## src/rtl/vend_pkg.sv

```systemverilog
// Shared encodings for the vending credit controller: FSM states, coin
// types with their credit values, the change unit and the credit-mux select.
package vend_pkg;

  // FSM state encoding
  localparam logic [2:0] ST_IDLE       = 3'd0;
  localparam logic [2:0] ST_COLLECT    = 3'd1;
  localparam logic [2:0] ST_DISPENSE   = 3'd2;
  localparam logic [2:0] ST_CHANGE_ON  = 3'd3;
  localparam logic [2:0] ST_CHANGE_OFF = 3'd4;

  // coin_type encodings
  localparam logic [1:0] COIN_5   = 2'b00;
  localparam logic [1:0] COIN_10  = 2'b01;
  localparam logic [1:0] COIN_25  = 2'b10;
  localparam logic [1:0] COIN_BAD = 2'b11;

  // Credit values of the accepted coins, and the payout step
  localparam logic [7:0] COIN_5_VAL  = 8'd5;
  localparam logic [7:0] COIN_10_VAL = 8'd10;
  localparam logic [7:0] COIN_25_VAL = 8'd25;
  localparam logic [7:0] CHANGE_UNIT = 8'd5;

  // Select for the next-credit mux in front of the credit register
  typedef enum logic [2:0] {
    CR_HOLD,
    CR_ADD,
    CR_SUB_PRICE,
    CR_SUB_UNIT,
    CR_ZERO
  } credit_op_e;

  // Credit value of a coin; the invalid code maps to 0 and is rejected anyway
  function automatic logic [7:0] coin_value(input logic [1:0] coin_type);
    logic [7:0] v;
    case (coin_type)
      COIN_5:  v = COIN_5_VAL;
      COIN_10: v = COIN_10_VAL;
      COIN_25: v = COIN_25_VAL;
      default: v = 8'd0;
    endcase
    return v;
  endfunction

endpackage

```

## src/rtl/Register.sv

```systemverilog
// Plain storage register with synchronous active-high reset; loads data_in
// every cycle, so the owner holds its value by feeding it back.
module Register #(
  parameter int WIDTH = 8
) (
  input  logic             clk,
  input  logic             reset,
  input  logic [WIDTH-1:0] data_in,
  output logic [WIDTH-1:0] data_out
);

  // Load every cycle, clear on reset
  always_ff @(posedge clk) begin
    if (reset) data_out <= '0;
    else       data_out <= data_in;
  end

endmodule

```

## src/rtl/vend_credit_controller.sv

```systemverilog
// Vending credit sequencer: accumulates coins, serves selections against
// fixed prices, holds the dispense handshake and pays change in 5-unit pulses.
//
// Handshake: dispense_req is a level that rises the cycle after an accepted
// selection and stays high (with dispense_item stable) until dispense_ack is
// sampled high in DISPENSE; it drops the following cycle. ack outside
// DISPENSE has no effect. state_dbg mirrors the FSM state register.
module vend_credit_controller
  import vend_pkg::*;
#(
  parameter int PRICE_A    = 15,
  parameter int PRICE_B    = 25,
  parameter int MAX_CREDIT = 200
) (
  input  logic       clk,
  input  logic       reset,
  input  logic       coin_valid,
  input  logic [1:0] coin_type,
  input  logic       sel_valid,
  input  logic       sel_item,
  input  logic       cancel,
  input  logic       dispense_ack,
  output logic [7:0] credit,
  output logic       dispense_req,
  output logic       dispense_item,
  output logic       change_pulse,
  output logic       coin_reject,
  output logic       sel_nack,
  output logic       busy,
  output logic [2:0] state_dbg
);

  localparam logic [7:0] PRICE_A_C = PRICE_A[7:0];
  localparam logic [7:0] PRICE_B_C = PRICE_B[7:0];
  localparam logic [8:0] MAX_C     = MAX_CREDIT[8:0];

  logic [2:0] state_q, state_d;
  logic       dispense_item_q, dispense_item_d;
  logic       coin_reject_q, coin_reject_d;
  logic       sel_nack_q, sel_nack_d;
  logic [7:0] credit_d;
  logic [7:0] coin_val;
  logic [7:0] price;
  logic [8:0] sum9;
  logic       coin_ok;
  logic       can_pay;
  credit_op_e credit_op;

  assign coin_val = coin_value(coin_type);
  assign sum9     = {1'b0, credit} + {1'b0, coin_val};
  assign coin_ok  = (coin_type != COIN_BAD) && (sum9 <= MAX_C);
  assign price    = sel_item ? PRICE_B_C : PRICE_A_C;
  assign can_pay  = credit >= price;

  // Next state, pulse requests and credit-mux select
  always_comb begin
    state_d         = state_q;
    dispense_item_d = dispense_item_q;
    coin_reject_d   = 1'b0;
    sel_nack_d      = 1'b0;
    credit_op       = CR_HOLD;
    case (state_q)
      ST_IDLE: begin
        credit_op = CR_ZERO;
        if (coin_valid) begin
          if (coin_ok) begin
            credit_op = CR_ADD;
            state_d   = ST_COLLECT;
          end else begin
            coin_reject_d = 1'b1;
          end
        end
        if (sel_valid) sel_nack_d = 1'b1;
      end
      ST_COLLECT: begin
        if (cancel) begin
          // A coin arriving with a cancel is handed back, not banked
          coin_reject_d = coin_valid;
          state_d       = (credit != 8'd0) ? ST_CHANGE_ON : ST_IDLE;
        end else if (sel_valid) begin
          coin_reject_d = coin_valid;
          if (can_pay) begin
            credit_op       = CR_SUB_PRICE;
            dispense_item_d = sel_item;
            state_d         = ST_DISPENSE;
          end else begin
            sel_nack_d = 1'b1;
          end
        end else if (coin_valid) begin
          if (coin_ok) credit_op = CR_ADD;
          else         coin_reject_d = 1'b1;
        end
      end
      ST_DISPENSE: begin
        coin_reject_d = coin_valid;
        sel_nack_d    = sel_valid;
        if (dispense_ack) state_d = (credit == 8'd0) ? ST_IDLE : ST_CHANGE_ON;
      end
      ST_CHANGE_ON: begin
        coin_reject_d = coin_valid;
        sel_nack_d    = sel_valid;
        credit_op     = CR_SUB_UNIT;
        state_d       = ST_CHANGE_OFF;
      end
      ST_CHANGE_OFF: begin
        coin_reject_d = coin_valid;
        sel_nack_d    = sel_valid;
        state_d       = (credit == 8'd0) ? ST_IDLE : ST_CHANGE_ON;
      end
      default: begin
        credit_op = CR_ZERO;
        state_d   = ST_IDLE;
      end
    endcase
  end

  // Next-credit mux feeding the credit register
  always_comb begin
    credit_d = credit;
    case (credit_op)
      CR_HOLD:      credit_d = credit;
      CR_ADD:       credit_d = credit + coin_val;
      CR_SUB_PRICE: credit_d = credit - price;
      CR_SUB_UNIT:  credit_d = credit - CHANGE_UNIT;
      CR_ZERO:      credit_d = 8'd0;
      default:      credit_d = credit;
    endcase
  end

  // FSM, refusal pulses and the latched item
  always_ff @(posedge clk) begin
    if (reset) begin
      state_q         <= ST_IDLE;
      dispense_item_q <= 1'b0;
      coin_reject_q   <= 1'b0;
      sel_nack_q      <= 1'b0;
    end else begin
      state_q         <= state_d;
      dispense_item_q <= dispense_item_d;
      coin_reject_q   <= coin_reject_d;
      sel_nack_q      <= sel_nack_d;
    end
  end

  Register #(.WIDTH(8)) u_credit_reg (
    .clk      (clk),
    .reset    (reset),
    .data_in  (credit_d),
    .data_out (credit)
  );

  assign dispense_req  = (state_q == ST_DISPENSE);
  assign change_pulse  = (state_q == ST_CHANGE_ON);
  assign busy          = (state_q == ST_DISPENSE) || (state_q == ST_CHANGE_ON) ||
                         (state_q == ST_CHANGE_OFF);
  assign dispense_item = dispense_item_q;
  assign coin_reject   = coin_reject_q;
  assign sel_nack      = sel_nack_q;
  assign state_dbg     = state_q;

endmodule
```

## config.mk

```make
export PLATFORM = sky130hd
export DESIGN_NAME = vend_credit_controller
export DESIGN_NICKNAME = d
export VERILOG_FILES = /design/src/rtl/vend_pkg.sv /design/src/rtl/Register.sv /design/src/rtl/vend_credit_controller.sv
export SDC_FILE = /design/constraint.sdc
export NUM_CORES = 1
export LEC_CHECK = 0
export ABC_AREA = 1
export BUFFER_PORTS_ARGS = -buffer_cell sky130_fd_sc_hd__buf_2
export CAP_MARGIN = 20
export CORE_UTILIZATION = 58
export CTS_CLUSTER_DIAMETER = 80
export DETAILED_ROUTE_END_ITERATION = 7
export GPL_ROUTABILITY_DRIVEN = 0
export GPL_TIMING_DRIVEN = 0
export PLACE_DENSITY = 0.89
export SYNTH_ARGS = -nofsm -noshare
export SYNTH_HDL_FRONTEND = slang
export SYNTH_HIERARCHICAL = 1
export SYNTH_SLANG_ARGS = --single-unit
```

## constraint.sdc

```tcl
create_clock -name clk -period 3.1 [get_ports clk]
set_clock_uncertainty 0.2 [all_clocks]
set_input_delay 0.62 -clock clk [delete_from_list [all_inputs] [get_ports clk]]
set_output_delay 0.62 -clock clk [all_outputs]
set_load 0.005 [all_outputs]
```

# After elaboration in Yosys (flattened, before gate mapping)
# Index checks and enable logic that the tools add are counted.
# classes
reduce_logical	12
eq_ne	16
bitwise	1
muxes	30
n_lt_le_gt_ge	2
n_addsub	4
# ops
op	count
$pmux W8 S4	1
$mux W3	10
$pmux W3 S5	1
$pmux W5 S3	1
$eq A3 B2 Y1 const B	4
$pmux W3 S4	1
$mux W1	10
$add A8 B8 Y9	1
$le A9 B8 Y1 const B	1
$add A8 B8 Y8	1
$ge A8 B5 Y1	1
$logic_not A8 Y1	1
$ne A2 B2 Y1 const B	4
$reduce_bool A8 Y1	1
$sub A8 B3 Y8 const B	1
$sub A8 B5 Y8	1
$eq A3 B1 Y1 const B	2
$eq A3 B3 Y1 const B	2
$mux W2	3
$ne A3 B3 Y1 const B	2
$pmux W1 S3	2
$mux W5	1
$reduce_and A5 Y1	1
$reduce_and A4 Y1	1
10 further kinds	11
# totals
regBits	14

# Depth between registers and ports, before layout
# logic_depth
word_depth	12
depth_mapped	20

# Cells and area by module
# Netlist, hierarchy kept.
# modules_own_cells
mod	area_per_inst_um2	cells_each	instances	seq_area_each_um2
vend_credit_controller	1527.7	260	1	120.1
Register	231.5	25	1	160.2

# Least setup slack after synthesis
# Ideal clock, no wire load.
# synth_timing
path_kind	input to register
start	input coin_type[0]
end	register u_credit_reg.data_out[6]
setup_time_ns	0.111
path_slack_ns	0.224
t_arrival_ns	2.565
path_stages	16
cell_sequence	inv_1 ha_1 o21ai_0 nand2_1 ha_1 fa_1 o21ai_0 nand2_1 nand2_1 a21oi_1 xor2_1 inv_1 a21oi_1 nand2_1 inv_1 nor2_1
# synth_via
elab_chain_len	12
# synth_lines
element	line	text
start, declared	vend_credit_controller.sv:18	input logic [1:0] coin_type,
$eq A2 B2 Y1, or another cell as far along	vend_pkg.sv:36	case (coin_type)
$pmux W5 S3	vend_pkg.sv:36	
$add A8 B8 Y9	vend_credit_controller.sv:50	assign sum9 = {1'b0, credit} + {1'b0, coin_val};
$le A9 B8 Y1	vend_credit_controller.sv:51	assign coin_ok = (coin_type != COIN_BAD) && (sum9 <= MAX_C);
$logic_and A1 B1 Y1	vend_credit_controller.sv:51	
$mux W1	vend_credit_controller.sv:90	if (coin_ok) credit_op = CR_ADD;
$mux W1	vend_credit_controller.sv:89	end else if (coin_valid) begin
$mux W3	vend_credit_controller.sv:80	end else if (sel_valid) begin
$mux W3	vend_credit_controller.sv:76	if (cancel) begin
$pmux W3 S4	vend_credit_controller.sv:62	case (state_q)
$eq A3 B3 Y1, or another cell as far along	vend_credit_controller.sv:120	case (credit_op)
$pmux W8 S4 *	vend_credit_controller.sv:120	
via credit_d[6]	vend_credit_controller.sv:41	logic [7:0] credit_d;
end signal, assigned	Register.sv:15	else data_out <= data_in;
end, declared	Register.sv:9	output logic [WIDTH-1:0] data_out
# Mark *: on every way through the listed nets, which the timed path passes. The rest lies on a longest branch.
# A chain may end at the register's enable or synchronous reset.

# Worst setup path in the final report
# layout_timing
start	input coin_type[1]
end	register u_credit_reg.data_out[5]
# Same word-level chain as after synthesis.

==> impl_metrics.yaml <==
outcome:
  outcome: "finished with violations"
  violations: "design-rule violations"
clock_tree:
  root_buffer: "clkbuf_4"
  clkLatencyLatePin_ns: 0.28
  clk_pin_slew_ns: 0.09
  h-tree-depth: 1
  clock_sinks: 14
  clockBufferDepth: 2
  cts_buffers: 3
  tritoncts: "done"
finish:
  finalInstanceArea_mm2: 0.001946
  area_delta_synth_final_pct: 10.60
  final_common_cell: "nand2_1"
  n_antenna_cell: 0
  final_cell_mix: "nand2_1 (66), inv_1 (52), nor2_1 (36)"
  drive_gt1_share_pct: 12.46
  layout.nets: 350
  fill_cells: 254
sta:
  report.final.slew_viol_count: 0
  fmax_mhz: 347.7
  setup_viol: 0
  hold_viol: 0
  rsz0062_at_grt: "no"
  layout_min_cycle_time_ns: 2.876
  tightest_slew_ns: 0.4557
  setup_tns_ns: 0
  slew-limit-headroom_pct: 69.34
  finalCritPeriodShare_pct: 92.78
place:
  io_buffers: 25
  place_area_mm2: 0.001923
  dp_hpwl_mm: 3.285
grt:
  grt_max_degree: 10
  grt_antenna_before_repair: 0
  grt_usage_pct: 27.13
  grt_pass1_vias: 1754
  grt_pass1_wl_mm: 7.127
  grt_overflow: 0
floorplanning:
  die_area_mm2: 0.003258
  die_h_um: 57.08
  std_cell_rows: 19
  io_pins: 26
  coreArea_mm2: 0.002805
  fp.dieW_um: 57.08
  start_util_pct: 62.71
critical_path:
  crit_fanout: 8
  critPathKind: "input pin to flop"
  reg2reg_slack_ns: 0.26
  required_ns: 3.13
  cp-start-kind: "input pin"
  critPathCaptureType: "flop"
  arrival_ns: 2.90
worst_hold_path:
  min_path_type: "input pin to flop"
logic_synthesis:
  synth_area_leaders: "ha_1 (16%), dfxtp_1 (16%), nand2_1 (14%)"
  ys_warn_count: 6
  yosysSeqAreaShare_pct: 15.93
  post-synth-top-area-cell: "ha_1"
  synthesis.nets: 320
  synth_top_area_share_pct: 16.36
  syn_area_mm2: 0.001759
  synth_cells: 285
  synth_seq_cells: 14
  yosysUniqueCellTypes: 28
  avgSynthCellArea_um2: 6.173
detailed_routing:
  routed_wl_mm: 4.049
  vias: 1855
  first_pass_iters: 6
  wl_per_cell_um: 11.77
  drc: 4
  routed_via_density: 5.392
  drt_iter0_drc: 116
  ant_nets: 0
pwr:
  cellPowerDensity_mw_per_mm2: 745.0
  vdd_drop_max_v: 0.0005148
  leakage_uw: 0.001148
flow_run:
  cap_viol_max_count: 0
==> final cells by class <==
| cell class | count | area (um2) | area share (%) |
|---|---|---|---|
| Buffer | 1 | 11.26 | 0.5788 |
| Sequential cell | 14 | 280.3 | 14.41 |
| Tap cell | 31 | 38.79 | 1.994 |
| Multi-Input combinational cell | 215 | 1261 | 64.82 |
| Clock buffer | 3 | 22.52 | 1.158 |
| Inverter | 55 | 206.4 | 10.61 |
| Timing Repair Buffer | 25 | 125.1 | 6.431 |
==> what timing repair did <==
item,CTS,global route
resized for setup,0,3
hold buffers,0,0
buffers inserted,0,0
setup endpoints to repair,0,8
==> final timing paths <==
check	start	to	cells after the start
setup / recovery	coin_type[1]	u_credit_reg/data_out[5]	17
hold reg to reg	dispense_item	dispense_item	2
setup reg to reg	state_dbg[1]	u_credit_reg/data_out[6]	16
hold / removal	reset	state_dbg[2]	2
==> metal layers <==
layer / part of all wire (%) / wire (um) / up-vias / track usage [%]
li1: - / - / 969 / -
met1: 45 / 1805 / 826 / 33.99
met5: 0 / 0 / - / 0
met3: 5.1 / 206 / 8 / 4.082
met4: 0.89 / 36 / 0 / 5.575
met2: 49 / 2000 / 52 / 49.24
==> per-stage QoR <==
stage | cells | util, % | hold WS, ns | total power (uW) | setup WS [ns]
floorplan | 285 | - | 0.3251 | 1080 | 0.2244
global placement | 341 | 68.55 | 0.3231 | 1298 | -0.1237
detailed placement | 341 | 68.55 | 0.3381 | 1333 | -0.1539
CTS | 344 | 69.36 | 0.3470 | 1439 | 0.1238
global route | 344 | 69.36 | 0.3466 | 1623 | 0.01891
finish | 344 | 69.36 | 0.3440 | 1450 | 0.2238
==> flip-flops by register name (all words and copies together) (netlist names) <==
| signal | flops |
|---|---|
| coin_reject | 1 |
| dispense_item | 1 |
| sel_nack | 1 |
| state_dbg | 3 |
| u_credit_reg/data_out | 8 |
==> Yosys cell counts <==
| master | number |
|---|---|
| a21boi_1 | 1 |
| a21oi_1 | 24 |
| a21oi_2 | 1 |
| a311oi_1 | 1 |
| a31oi_1 | 2 |
| buf_6 | 1 |
| clkinv_1 | 1 |
| dfxtp_1 | 14 |
| fa_1 | 3 |
| ha_1 | 23 |
| inv_1 | 53 |
| inv_2 | 1 |
| nand2_1 | 66 |
| nand2_2 | 2 |
| nand3_1 | 15 |
| nand3_2 | 3 |
| nand4_1 | 4 |
| nor2_1 | 36 |
| nor2_4 | 1 |
| nor3_1 | 7 |
| nor3_2 | 1 |
| nor3b_1 | 1 |
| nor4_1 | 1 |
| o211ai_1 | 2 |
| o21a_1 | 1 |
| o21ai_0 | 10 |
| xnor2_1 | 4 |
| xor2_1 | 6 |
==> cell families (layout without fill, tap and decap cells) <==
logic type      Yosys count  after routing  share of synthesized area, %
simple gates            137            137                         33.85
buf+inv                  56             84                         12.38
compound gates           42             42                         13.09
fa+ha+maj                26             26                         19.77
flops                    14             14                         15.93
xor+xnor                 10             10                         4.978
==> where the power goes <==
group          switching, uW  leakage, uW  total [uW]  internal, uW
sequential               100     0.000114         333           233
combinational            610      0.00102        1010           399
clock                   62.2    0.0000138         107          45.1
total                    773      0.00115        1450           677
==> worst max-delay path, cell delays in order <==
cell and delay (ns):
buf_2 0.12, inv_1 0.08, ha_1 0.31, ha_1 0.36
nand3_1 0.15, nand3_2 0.09, a21oi_2 0.17, nor2_1 0.06
a21oi_1 0.17, nand2_1 0.13, nand2_2 0.13, nand2_2 0.07
nor2_4 0.19, nand2_1 0.09, nand2_1 0.06, inv_1 0.04
nor2_1 0.07
No activity file was read; power rests on OpenSTA's default activity.
